--- src/rtl/spi_rx_deser_if.sv ---
// spi_rx_deser_if: the valid/ready word channel between the SPI receive
// deserializer (master side, produces words) and the downstream rx FIFO
// (slave side, consumes words).
interface spi_rx_deser_if #(
  parameter int DATA_WIDTH = 32
);
  logic                  rx_valid_o;
  logic                  rx_ready_i;
  logic [DATA_WIDTH-1:0] rx_data_o;

  modport master (
    output rx_valid_o,
    output rx_data_o,
    input  rx_ready_i
  );

  modport slave (
    input  rx_valid_o,
    input  rx_data_o,
    output rx_ready_i
  );
endinterface

--- src/rtl/spi_rx_deser.sv ---
// spi_rx_deser: SPI master receive-side deserializer.
// Samples MISO on the capture edge selected by the latched CPOL/CPHA, builds
// an 8/16/24/32-bit word MSB- or LSB-first, and offers each completed word to
// a one-entry valid/ready holding register. A completed word that finds the
// holding register full (and not being drained) is dropped and flagged on
// overrun_o.
// Optional build macro SPI_RX_OVR_CNT_EN: adds ovr_clr_i / ovr_cnt_o, an
// 8-bit saturating count of overrun pulses with synchronous clear.
module spi_rx_deser #(
  parameter int DATA_WIDTH = 32
) (
  input  logic       clk_i,
  input  logic       rst_i,
  input  logic       st_i,
  input  logic       abort_i,
  input  logic       cpol_i,
  input  logic       cpha_i,
  input  logic       lsb_i,
  input  logic [1:0] dtb_i,
  input  logic       pos_edge_i,
  input  logic       neg_edge_i,
  input  logic       spi_miso_i,
  output logic       busy_o,
  output logic       done_o,
  output logic       overrun_o,
  spi_rx_deser_if.master rx_if
`ifdef SPI_RX_OVR_CNT_EN
  ,
  input  logic       ovr_clr_i,
  output logic [7:0] ovr_cnt_o
`endif
);

  typedef enum logic {
    ST_IDLE  = 1'b0,
    ST_SHIFT = 1'b1
  } state_t;

  // Number of bits in a word for a given dtb code: 8, 16, 24 or 32.
  function automatic logic [5:0] f_word_bits(input logic [1:0] dtb);
    return {1'b0, dtb, 3'b000} + 6'd8;
  endfunction

  state_t                r_state;
  logic                  r_busy;
  logic                  r_done;
  logic                  r_ovr;
  logic                  r_cpol;
  logic                  r_cpha;
  logic                  r_lsb;
  logic [5:0]            r_cnt;
  logic [4:0]            r_idx;
  logic [DATA_WIDTH-1:0] r_sr;
  logic                  r_valid;
  logic [DATA_WIDTH-1:0] r_data;

  logic                  w_smp;
  logic                  w_last;
  logic                  w_load;
  logic [DATA_WIDTH-1:0] w_sr_next;

  assign busy_o           = r_busy;
  assign done_o           = r_done;
  assign overrun_o        = r_ovr;
  assign rx_if.rx_valid_o = r_valid;
  assign rx_if.rx_data_o  = r_data;

  // Capture strobe, next shift-register value and holding-register load decision.
  always_comb begin
    w_smp     = (r_cpol ^ r_cpha) ? neg_edge_i : pos_edge_i;
    w_sr_next = r_sr;
    if (r_lsb) begin
      w_sr_next[r_idx] = spi_miso_i;
    end else begin
      w_sr_next = {r_sr[DATA_WIDTH-2:0], spi_miso_i};
    end
    // Final capture of a word; abort in the same cycle suppresses it.
    w_last = (r_state == ST_SHIFT) && w_smp && !abort_i && (r_cnt == 6'd1);
    w_load = w_last && (!r_valid || rx_if.rx_ready_i);
  end

  // Transfer FSM: start, per-bit capture, completion/abort and pulse outputs.
  // dtb is consumed only at start (into r_cnt), so it needs no latch of its own.
  always_ff @(posedge clk_i or posedge rst_i) begin
    if (rst_i) begin
      r_state <= ST_IDLE;
      r_busy  <= 1'b0;
      r_done  <= 1'b0;
      r_ovr   <= 1'b0;
      r_cpol  <= 1'b0;
      r_cpha  <= 1'b0;
      r_lsb   <= 1'b0;
      r_cnt   <= 6'd0;
      r_idx   <= 5'd0;
      r_sr    <= {DATA_WIDTH{1'b0}};
    end else begin
      r_done <= 1'b0;
      r_ovr  <= 1'b0;
      case (r_state)
        ST_IDLE: begin
          if (st_i) begin
            r_state <= ST_SHIFT;
            r_busy  <= 1'b1;
            r_cpol  <= cpol_i;
            r_cpha  <= cpha_i;
            r_lsb   <= lsb_i;
            r_cnt   <= f_word_bits(dtb_i);
            r_idx   <= 5'd0;
            r_sr    <= {DATA_WIDTH{1'b0}};
          end
        end
        ST_SHIFT: begin
          if (abort_i) begin
            r_state <= ST_IDLE;
            r_busy  <= 1'b0;
            r_cnt   <= 6'd0;
          end else if (w_smp) begin
            r_sr  <= w_sr_next;
            r_cnt <= r_cnt - 6'd1;
            // idx stops at N-1 so it never wraps on a 32-bit word.
            if (r_lsb && (r_cnt != 6'd1)) begin
              r_idx <= r_idx + 5'd1;
            end
            if (r_cnt == 6'd1) begin
              r_state <= ST_IDLE;
              r_busy  <= 1'b0;
              r_done  <= 1'b1;
              r_ovr   <= !w_load;
            end
          end
        end
        default: begin
          r_state <= ST_IDLE;
          r_busy  <= 1'b0;
          r_cnt   <= 6'd0;
        end
      endcase
    end
  end

  // One-entry holding register: load a completed word, clear on handshake.
  always_ff @(posedge clk_i or posedge rst_i) begin
    if (rst_i) begin
      r_valid <= 1'b0;
      r_data  <= {DATA_WIDTH{1'b0}};
    end else if (w_load) begin
      r_valid <= 1'b1;
      r_data  <= w_sr_next;
    end else if (r_valid && rx_if.rx_ready_i) begin
      r_valid <= 1'b0;
    end
  end

`ifdef SPI_RX_OVR_CNT_EN
  logic [7:0] r_ovr_cnt;
  assign ovr_cnt_o = r_ovr_cnt;

  // Saturating overrun counter; a clear beats a same-cycle increment.
  always_ff @(posedge clk_i or posedge rst_i) begin
    if (rst_i) begin
      r_ovr_cnt <= 8'd0;
    end else if (ovr_clr_i) begin
      r_ovr_cnt <= 8'd0;
    end else if (r_ovr && (r_ovr_cnt != 8'd255)) begin
      r_ovr_cnt <= r_ovr_cnt + 8'd1;
    end
  end
`endif

endmodule

--- src/flat_wrapper.sv ---
// flat-port wrapper written by rule: the top's interface ports become plain ports
module spi_rx_deser_flat 
#(
  parameter int DATA_WIDTH = 32
)
  (clk_i, rst_i, st_i, abort_i, cpol_i, cpha_i, lsb_i, dtb_i, pos_edge_i, neg_edge_i, spi_miso_i, busy_o, done_o, overrun_o, rx_if_rx_valid_o, rx_if_rx_data_o, rx_if_rx_ready_i);
  spi_rx_deser_if #(.DATA_WIDTH(DATA_WIDTH)) rx_if_i ();
  input  logic clk_i;
  input  logic rst_i;
  input  logic st_i;
  input  logic abort_i;
  input  logic cpol_i;
  input  logic cpha_i;
  input  logic lsb_i;
  input  logic [1:0] dtb_i;
  input  logic pos_edge_i;
  input  logic neg_edge_i;
  input  logic spi_miso_i;
  output logic busy_o;
  output logic done_o;
  output logic overrun_o;
  output wire logic [$bits(rx_if_i.rx_valid_o)-1:0] rx_if_rx_valid_o;
  output wire logic [$bits(rx_if_i.rx_data_o)-1:0] rx_if_rx_data_o;
  input wire logic [$bits(rx_if_i.rx_ready_i)-1:0] rx_if_rx_ready_i;
  assign rx_if_rx_valid_o = rx_if_i.rx_valid_o;
  assign rx_if_rx_data_o = rx_if_i.rx_data_o;
  assign rx_if_i.rx_ready_i = rx_if_rx_ready_i;
  spi_rx_deser #(.DATA_WIDTH(DATA_WIDTH)) u_core (.clk_i(clk_i), .rst_i(rst_i), .st_i(st_i), .abort_i(abort_i), .cpol_i(cpol_i), .cpha_i(cpha_i), .lsb_i(lsb_i), .dtb_i(dtb_i), .pos_edge_i(pos_edge_i), .neg_edge_i(neg_edge_i), .spi_miso_i(spi_miso_i), .busy_o(busy_o), .done_o(done_o), .overrun_o(overrun_o), .rx_if(rx_if_i));
endmodule
--- config.mk ---
export PLATFORM = sky130hd
export DESIGN_NAME = spi_rx_deser_flat
export DESIGN_NICKNAME = d
export VERILOG_FILES = /design/src/rtl/spi_rx_deser_if.sv /design/src/rtl/spi_rx_deser.sv /design/src/flat_wrapper.sv
export SDC_FILE = /design/constraint.sdc
export NUM_CORES = 1
export LEC_CHECK = 0
export BUFFER_PORTS_ARGS = -buffer_cell sky130_fd_sc_hd__buf_4
export CAP_MARGIN = 20
export CORE_AREA = 2 2 99 139
export DETAILED_ROUTE_END_ITERATION = 8
export DIE_AREA = 0 0 101 141
export HOLD_SLACK_MARGIN = 0.06
export SYNTH_ARGS = -nofsm -noshare
export SYNTH_HDL_FRONTEND = slang
export SYNTH_SLANG_ARGS = --single-unit
--- constraint.sdc ---
create_clock -name clk_i -period 2.4 [get_ports clk_i]
set_input_delay 0.36 -clock clk_i [delete_from_list [all_inputs] [get_ports clk_i]]
set_output_delay 0.36 -clock clk_i [all_outputs]
set_load 0.01 [all_outputs]
[After elaboration in Yosys (flattened, before gate mapping)]
Index checks and enable logic that the tools add are counted.
Operators by class
  multiplexer cells: 38
  order comparisons: 2
  add/sub/neg operators: 3
  bitwise operators: 2
  equality and inequality tests: 8
  reductions and logical operators: 17
Operators with widths (count)
  32-bit 2-to-1 mux: 4
  32-bit one-hot mux with 2 select lines: 1
  32-bit bitwise mux: 1
  1-bit 2-to-1 mux: 20
  5-bit 2-to-1 mux: 4
  6-bit 2-to-1 mux: 3
  6-bit one-hot mux with 2 select lines: 1
  5-bit one-hot mux with 2 select lines: 1
  2-bit != test (second input constant): 4
  1-bit logical AND: 7
  5-bit by 4-bit adder with 6-bit output (second input constant): 1
  6-bit by 1-bit equality test with 1-bit output (second input constant): 1
  5-bit by 6-bit less-than comparator with 1-bit output (second input constant): 1
  3-bit != test (second input constant): 2
  6-bit by 1-bit != test with 1-bit output (second input constant): 1
  3-bit AND reduction: 2
  6-bit by 1-bit subtractor with 6-bit output (second input constant): 1
  5-bit by 1-bit adder with 5-bit output (second input constant): 1
  1-bit demux with 5-bit select: 1
  5-bit by 1-bit greater-or-equal comparator with 1-bit output (second input constant): 1
  1-bit one-hot mux with 2 select lines: 2
  2-bit AND reduction: 2
  4-bit AND reduction: 1
  1-bit zero test: 3
  other kinds (4): 4
Storage, ports and cells
  input bits: 13
  output and inout bits: 36
  flip-flop bits (word level): 83

[Longest topological paths before layout]
Gate-level depths: netlist of run 1.
  depth after elaboration: 11
  depth in mapped cells: 7
  depth with buffers taken out: 6

[Least setup slack after synthesis of run 1]
Ideal clock, no wire load.
  path kind: reg2reg
  start: register u_core.r_idx[0]
  end: register u_core.r_sr[11]
  buffers on the path: 1
  path slack: 598 ps
  data arrival time: 1673 ps
  period minus slack after synthesis: 1802 ps
  data required time: 2270 ps
  cell stages (with the launch flop): 7
  cell sequence: dfrtp_1 > ha_1 > clkbuf_1 > nor4bb_1 > mux2_2 > mux2i_1 > o2bb2ai_1
On the way
  cells in the longest elaborated chain, start to end: 9
Ends and longest elaborated chain
  start: declaration: RTL line spi_rx_deser.sv:52  | logic [4:0] r_idx;
  start signal: assignment: RTL line spi_rx_deser.sv:122  | r_idx <= r_idx + 5'd1;
  5-bit by 6-bit less-than comparator with 1-bit output (implied by the code) / 5-bit by 1-bit greater-or-equal comparator with 1-bit output (equally long branches): RTL line spi_rx_deser.sv:73  | w_sr_next[r_idx] = spi_miso_i;
  1-bit logical AND (implied by the code): RTL line spi_rx_deser.sv:73
  1-bit 2-to-1 mux (implied by the code): RTL line spi_rx_deser.sv:73
  1-bit demux with 5-bit select *
  32-bit bitwise mux *: RTL line spi_rx_deser.sv:73
  32-bit 2-to-1 mux *: RTL line spi_rx_deser.sv:72  | if (r_lsb) begin
  32-bit 2-to-1 mux *: RTL line spi_rx_deser.sv:117  | end else if (w_smp) begin
  32-bit 2-to-1 mux *: RTL line spi_rx_deser.sv:113  | if (abort_i) begin
  32-bit one-hot mux with 2 select lines *: RTL line spi_rx_deser.sv:99  | case (r_state)
  end signal: assignment: RTL line spi_rx_deser.sv:95  | r_sr <= {DATA_WIDTH{1'b0}};
  end signal: assignment: RTL line spi_rx_deser.sv:109  | r_sr <= {DATA_WIDTH{1'b0}};
  end signal: assignment: RTL line spi_rx_deser.sv:118  | r_sr <= w_sr_next;
  end: declaration: RTL line spi_rx_deser.sv:53  | logic [DATA_WIDTH-1:0] r_sr;
Mark *: on every way between the ends. The rest lies on a longest branch, timed or not. The select of a mux whose other input is x is not followed.
A chain may end at the register's enable or synchronous reset.

[Worst setup path after layout of run 1]
  start: register u_core.r_idx[1]
  end: register u_core.r_sr[5]
The elaborated chain is that of the path after synthesis.

==> impl_summary.md, run 1 <==
Outcome
The run finished with clean final reports.

Yosys
After synthesis the cells add up to between 4000 and 5000 um2. The sequential cell area fraction in the yosys report is around 46%. The count of state elements after synthesis is slightly above 80.

The average cell area after synthesis is between 10 and 15 um2. The largest area contributor in the synthesized netlist is dfrtp_1. The synthesized netlist contains 48 unique library cells.

The share of flip-flops with an asynchronous set or reset after synthesis is 100%. The total number of yosys warnings is 0. In this run the biggest area consumer among cell types represents a little under half of the synthesized area. The most common flop cell mapped by yosys is dfrtp_1. When the netlist entered floorplanning its net count stood at around 430. The number of enable flip-flop cells after synthesis is 0. The post-synthesis instance total is slightly above 400.

In the post-synthesis netlist, the biggest area contributors are dfrtp_1 (46%), mux2_2 (8.5%), mux2i_1 (8.0%).

Global routing
The number of antenna violations at the first check in global routing is 0. The number of global-route vias before repair was 3530. The global-route congestion overflow total is 0. Entering global routing, the biggest net connects 34 pins. For this run, the total global-route usage over all layers was measured as about 16%. The first-pass GRT wire length is about 18000 um.

Hold path
The classification of the worst-slack hold path is in2async.

Pwr
The overall power of the completed layout is about 3.8 mW. The worst-case IR drop observed on VDD is 0.324 mV. In this run the power spent charging and discharging nets is between 1 and 1.5 mW.

Of the total power, the share spent switching nets is between 30% and 40%. The proportion of power drawn by the clock network is between 30% and 40%. Power spread over the standard cell area amounts to approximately 700 nW/um2.

Per report_power, the combinational group accounts for 23.7% of the total. The internal power contribution is 2.67 mW. In this run, flip-flops and latches consume a little over two fifths of the power. The analysis attributes to cell leakage a power of between 2 and 2.5 nW.

STA
At the pin with the least slew margin, the transition time is 0.870 ns. Subtracting the final worst setup slack from the clock period gives ~2.1 ns. In this run the tightest slew margin relative to its limit is between 40% and 50%. The highest attainable clock frequency is approximately 0.47 GHz. Setup repair after global routing left no endpoint under its margin. Setup violations remaining at the end of the flow were counted as 0. In the finished design, the share of the clock period the worst path needs comes to ~88%. In the final timing run, aggregate negative setup slack is 0 ns.

For the final database, setup skew stands at slightly below 0.006 ns. The total count of max-transition violations in the final report is 0. The final hold violation count came to 0. The post-route worst hold slack is around 0.1 ns.

Clock tree
The deepest level of the CTS H-tree is 3. Buffers added to address setup during post-CTS repair amount to 0. TritonCTS built the clock tree.

The CTS root buffer is clkbuf_16. After clock tree synthesis, the clock-pin slew on the worst setup and hold paths is 0.06 ns. The number of clock sinks is 83. The clock passes through at most 2 buffers. The number of gates resized after CTS is 0. Buffers inserted to repair hold after CTS numbered 0. The number of clock buffers added by TritonCTS is 9. The clock network latency to the later pin of the worst-skew pair is approximately 0.33 ns.

Floorplanning
The area of the placeable core is 13100 um2. Measured along the x axis, the die boundary spans 101 um. The die covers about 14000 um2. The number of standard-cell rows in the floorplan is 50. The starting density of the core is between 30% and 40%. The die span in y is between 100 and 150 um. 49 I/O pins were placed.

Layout
Leaving out filler cells and counting taps, the final layout contains around 600. The number of fill cells in the layout is approximately 1300. The fraction of layout instances using a drive strength above 1 is between 20% and 30%.

After the last flow step, the layout net total stands at 472. Relative to the synthesized area, the layout overhead comes to 18.7%. The number of antenna diodes in the final layout is 0.

Setup path
STA classifies the critical path startpoint as a flop. STA puts the critical path data required time at 2.61 ns. The data arrival time of the worst path is around 2.3 ns.

The endpoint kind of the worst setup timing path is a flop. Of all nets on the critical path, the largest fanout is 8. The worst setup path is of the reg2reg kind.

Detailed routing
The routed design uses between 300 and 400 um of met3 wire. The residual DRC count is 0. The uppermost layer routed is met4. Dividing the detail-routed via count by the number of cells gives between 5 and 6. After detailed routing, the average wire length per cell comes to around 17 um. After detailed routing, the wire length on met1 is 4710 um.

After detailed routing, the total wire length is about 11000 um. Wire segments on met2 add up to approximately 5500 um in the final route. The via count of the routed design is around 3400. The detailed router's first-iteration violation count is 270. The count of nets left with antenna violations once routing finished came out at 0. The number of detailed-route iterations in the first pass is 4.

Placed design
The weighted congestion reported at the end of routability-driven placement is 0.838. The quantity of I/O buffers inserted on ports is 48. Detailed placement finished with a half-perimeter wire length of ~7000 um.

The placed cell count is approximately 600.

Job
Across the run, the number of max-cap violations was 0.
-- worst max-delay path, cell delays in order, from the launching register on --
cell and delay (ns):
dfrtp_1 0.42, inv_1 0.12, ha_1 0.31, nor4bb_1 0.45, mux2_2 0.38, mux2i_1 0.20, o2bb2ai_1 0.11
-- layer usage --
layer | track usage [%] | up-vias
met3 | 2.88 | 9
met5 | 0 | -
met4 | 6.26 | 0
li1 | - | 1605
met2 | 26.0 | 63
met1 | 20.7 | 1708
-- path summary, 6_finish.rpt --
kind | from | endpoint | slack, ns | cells past startpoint
max | u_core.r_idx[1]$_DFFE_PP0P_ | u_core.r_sr[5]$_DFFE_PP0P_ | 0.29 | 6
min | rst_i | u_core.overrun_o$_DFF_PP0_ | 0.1 | 2
max reg2reg | u_core.r_idx[1]$_DFFE_PP0P_ | u_core.r_sr[5]$_DFFE_PP0P_ | 0.29 | 6
min reg2reg | u_core.r_sr[31]$_DFFE_PP0P_ | u_core.r_sr[31]$_DFFE_PP0P_ | 0.49 | 1
max in group asynchronous | rst_i | u_core.r_sr[23]$_DFFE_PP0P_ | 1.74 | 3
min in group clk_i | cpha_i | u_core.r_cpha$_DFFE_PP0P_ | 0.21 | 3
-- kinds of logic (layout without fill, tap and decap cells) --
logic type      after synthesis  in the layout  share of synthesized area [%]
compound gates              119            119                           17.0
xor+xnor                      1              1                          0.363
fa+ha+maj                     7              7                           1.96
buf+inv                      46             91                           4.86
flops                        83             83                           46.4
mux                          72             72                           17.2
simple gates                 83             83                           12.2
-- cell type report --
type                       count  area [um2]  share of cell area [%]
multi-input combinational    282        2190                    41.2
timing repair buffer          66         533                    10.0
clock inverter                 3        40.0                   0.753
sequential                    83        2080                    39.1
tap                          156         195                    3.67
inverter                      10        41.3                   0.777
clock buffer                  12         236                    4.45
-- Yosys cell counts (all sizes together) (5+ instances only) --
library cell	instances
mux2	35
a21oi	5
mux2i	37
nor2	10
nand2	20
inv	10
nand4	5
clkbuf	20
o2bb2ai	32
nand4b	12
nor4bb	12
buf	16
o21ai	67
ha	7
dfrtp	83
-- per-stage QoR --
step	utilization (%)	setup WS, ns	area [um2]
floorplan	-	0.598	4480
global placement	38.4	0.332	5040
detailed placement	38.4	0.271	5040
CTS	40.5	0.259	5320
global route	40.5	0.124	5320
finish	40.5	0.286	5320
-- sequential cells by signal, summed over array words and instances (netlist names) --
signal                   cells
u_core.r_cpol                1
u_core.r_sr                 32
u_core.r_cpha                1
u_core.done_o                1
u_core.r_cnt                 6
u_core.rx_if.rx_data_o      32
u_core.rx_if.rx_valid_o      1
u_core.r_state               1
u_core.busy_o                1
u_core.r_lsb                 1
u_core.overrun_o             1
u_core.r_idx                 5
-- cell usage in the layout (no fill, tap or decap), drive strengths merged, types with 2 or more instances in the layout --
cell type and instances:
clkbuf 12, and3b 2, nor4 2, o2bb2ai 32, a31oi 3, clkinv 2, nor4bb 12, nor2b 3
nand4 5, a21oi 5, dfrtp 83, buf 66, nand4b 12, nor2 10, or2 2, nand3 3
o21ai 67, and3 2, mux2 35, nand2 20, inv 9, mux2i 37, nor4b 3, ha 7
o311ai 2, nand2b 4
-- power groups by stage --
stage | combinational (mW) | clock, mW | sequential, mW
2_1_floorplan | 0.622 | 0 | 1.61
3_3_place_gp | 0.893 | 0 | 1.62
3_5_place_dp | 0.910 | 0 | 1.62
4_1_cts | 0.913 | 1.37 | 1.60
5_1_grt | 0.995 | 1.44 | 1.62
6_report | 0.906 | 1.32 | 1.60
No activity file was read; power rests on OpenSTA's default activity.
==> run 2, diff against run 1 <==
--- a/config.mk
+++ b/config.mk
@@ -7,9 +7,9 @@
 export LEC_CHECK = 0
 export BUFFER_PORTS_ARGS = -buffer_cell sky130_fd_sc_hd__buf_4
 export CAP_MARGIN = 20
-export CORE_AREA = 2 2 99 139
+export CORE_AREA = 2 2 117 119
 export DETAILED_ROUTE_END_ITERATION = 8
-export DIE_AREA = 0 0 101 141
+export DIE_AREA = 0 0 119 121
 export HOLD_SLACK_MARGIN = 0.06
 export SYNTH_ARGS = -nofsm -noshare
 export SYNTH_HDL_FRONTEND = slang
==> run 2 against run 1 <==
Against the previous run:
- sequential cell count stayed put
- setup slack better by 0.0028 ns
- register-to-register slack barely moved
- utilization rose by 0.41 points
- final area up 0.61%
- fmax grew 0.13%
- global-route usage is 0.54 points lower
- combinational power shrank 2%
- critical endpoint unchanged
- largest cell class unchanged
- largest power group unchanged
==> impl_summary.md, run 2 (synthesis gave the netlist of run 1 again) <==
Clock tree
The number of clock buffers inserted by TritonCTS came to 9 (unchanged). Clock tree synthesis selected as its root buffer the cell clkbuf_16. The clock network latency to the later pin of the worst-skew pair was 0.34 ns (about the same). The number of buffers on the longest clock path is 2 (unchanged). The clock slew seen by the registers of the worst setup and hold paths is 0.06 ns (about the same). The number of gates resized after CTS is 0 (unchanged). The deepest level of the CTS H-tree is 3 (unchanged). The TritonCTS clock tree is done. The count of hold-fix buffers inserted at cts is 0 (unchanged). The number of clock sinks is 83 (unchanged). The number of buffers inserted by post-CTS setup repair is 0 (unchanged).

Floorplanning
The number of standard-cell rows in the floorplan is 42 (-16%). The full die area is 14400 um2 (+1.1%). The number of ports placed on the die boundary is 49 (unchanged). The die span in y is 121 um (-14%).

The width of the chip is 119 um (+18%). The starting density of the core is 34.2% (+0.14 points). The area of the placeable core was 13100 um2 (-0.40%).

Detailed routing
The via density per instance is 5.34 (-3.4%). The detailed router's first-iteration violation count is 173 (-36%). The residual DRC count is 0 (unchanged). The final antenna-violating net count is 0 (unchanged). The via count of the routed design is 3383 (-0.059%). The final wirelength is 10500 um (-1.2%). The wire length per cell is 16.7 um (-4.4%). The number of detailed-route iterations in the first pass is 4 (unchanged).

Placed design
The setup slack at placement came to 0.287 ns (+0.0157 ns). The post-detailed-placement cell area is 5040 um2 (unchanged). The half-perimeter wire length after detailed placement is 7130 um (+1.5%). The weighted congestion reported at the end of routability-driven placement is 0.826 (-1.4%). The quantity of I/O buffers inserted on ports was 48 (unchanged).

Global routing
The global-route congestion overflow total is 0 (unchanged). The global-route total usage across every layer was 15.3% (-0.54 points). The number of global-route vias before repair is 3468 (-1.8%).

The maximum number of pins on one net before global-route repair is 35 (+2.9%). The number of antenna violations at the first check in global routing is 0 (unchanged). The first-pass GRT wire length is 17600 um (-2.8%).

Hold path
In this run the worst hold path is classified as in2async.

Pwr
The static leakage came to 2.40 nW (+0.35%). The cell area power density is 735 nW/um2 (+2.0%). The overall power of the completed layout came to 3.93 mW (+2.6%).

The worst voltage drop across the vdd grid came to 0.318 mV (-1.6%).

STA
The transition at the pin with the smallest max-transition slack was 0.773 ns (-0.0967 ns). The final hold violation count is 0 (unchanged). The final critical path time including I/O delays and setup came to 2.11 ns (-0.00277 ns). The total count of max-transition violations in the final report is 0 (unchanged). The final clock skew came to 0.00835 ns (+0.00254 ns).

The number of setup violations in the final report is 0 (unchanged). The highest attainable clock frequency is 0.474 GHz (+0.13%). The post-route worst setup slack is 0.289 ns (+0.00277 ns). The total negative slack for setup checks came to 0 ns (unchanged). Setup repair after global routing left no endpoint under its margin. The final clock period utilization by the worst path is 88.0% (-0.12 points).

The max-slew headroom at the worst pin is 48.5% (+6.4 points).

Layout
The antenna diode count is 0 (unchanged). The area overhead of the layout relative to synthesis is 19.4%. The number of nets at the end of the flow is 472 (unchanged).

The leading cell type in the layout, fill and taps excluded is dfrtp_1. The post-route core utilization was 40.9% (+0.41 points). The number of fill cells in the layout is 1303 (+2.3%). The library cells used most frequently in the layout, excluding fill and tap cells, are dfrtp_1 (83), buf_4 (65), o21ai_0 (37).

The fraction of layout instances using a drive strength above 1 is 27.4% (+0.60 points). The area of all placed cells without fillers is 5350 um2 (+0.61%).

Setup path
The critical setup path kind is reg2reg. The worst setup path is launched from a flop. The data required time at the worst endpoint came to 2.61 ns (about the same). STA classifies the critical path endpoint as a flop. The data arrival time of the worst path is 2.32 ns (about the same).

The maximum fanout count along the critical path came to 8 (unchanged).

Outcome
The run finished with clean final reports.

Job
The max capacitance violation total was 0 (unchanged).
==> run 2: worst paths after layout <==
kind	from	cells past startpoint	to	slack [ns]
max	u_core.r_idx[1]$_DFFE_PP0P_	6	u_core.r_sr[5]$_DFFE_PP0P_	0.29
min	rst_i	2	u_core.done_o$_DFF_PP0_	0.07
max reg2reg	u_core.r_idx[1]$_DFFE_PP0P_	6	u_core.r_sr[5]$_DFFE_PP0P_	0.29
min reg2reg	u_core.r_sr[31]$_DFFE_PP0P_	1	u_core.r_sr[31]$_DFFE_PP0P_	0.48
max in group asynchronous	rst_i	3	u_core.r_sr[8]$_DFFE_PP0P_	1.65
min in group clk_i	cpol_i	3	u_core.r_cpol$_DFFE_PP0P_	0.21
==> run 2: cell type report <==
type	count	area, um2	area share [%]
clock buffers	10	229	4.28
clock inverters	6	80.1	1.50
inverters	10	41.3	0.772
multi-input cells	282	2190	41.0
flip-flops and latches	83	2080	38.8
well taps	176	220	4.12
repair buffers	66	508	9.50
==> run 2: metal layers <==
| metal | global-route usage [%] | up-vias | share of wire (%) |
|---|---|---|---|
| met5 | 0 | - | 0 |
| met4 | 7.74 | 0 | 2.4 |
| met3 | 2.44 | 21 | 2.9 |
| met2 | 25.0 | 60 | 49 |
| met1 | 19.8 | 1693 | 46 |
| li1 | - | 1609 | - |
==> run 2: stage by stage <==
step	hold slack (ns)	std cells
after detailed placement	0.448	617
after floorplan	0.451	411
after global routing	0.107	633
final	0.0747	633
after global placement	0.444	617
after CTS	0.0865	633
==> run 2: where the power goes <==
group | internal, mW | switching (mW)
combinational | 0.358 | 0.529
clock | 0.904 | 0.538
sequential | 1.50 | 0.105
total | 2.76 | 1.17
==> run 2: critical path, cell delays in order, from the launching register on <==
cell and delay (ns):
dfrtp_1 0.43, inv_1 0.12, ha_1 0.33, nor4bb_1 0.45, mux2_2 0.38, mux2i_1 0.17, o2bb2ai_1 0.10
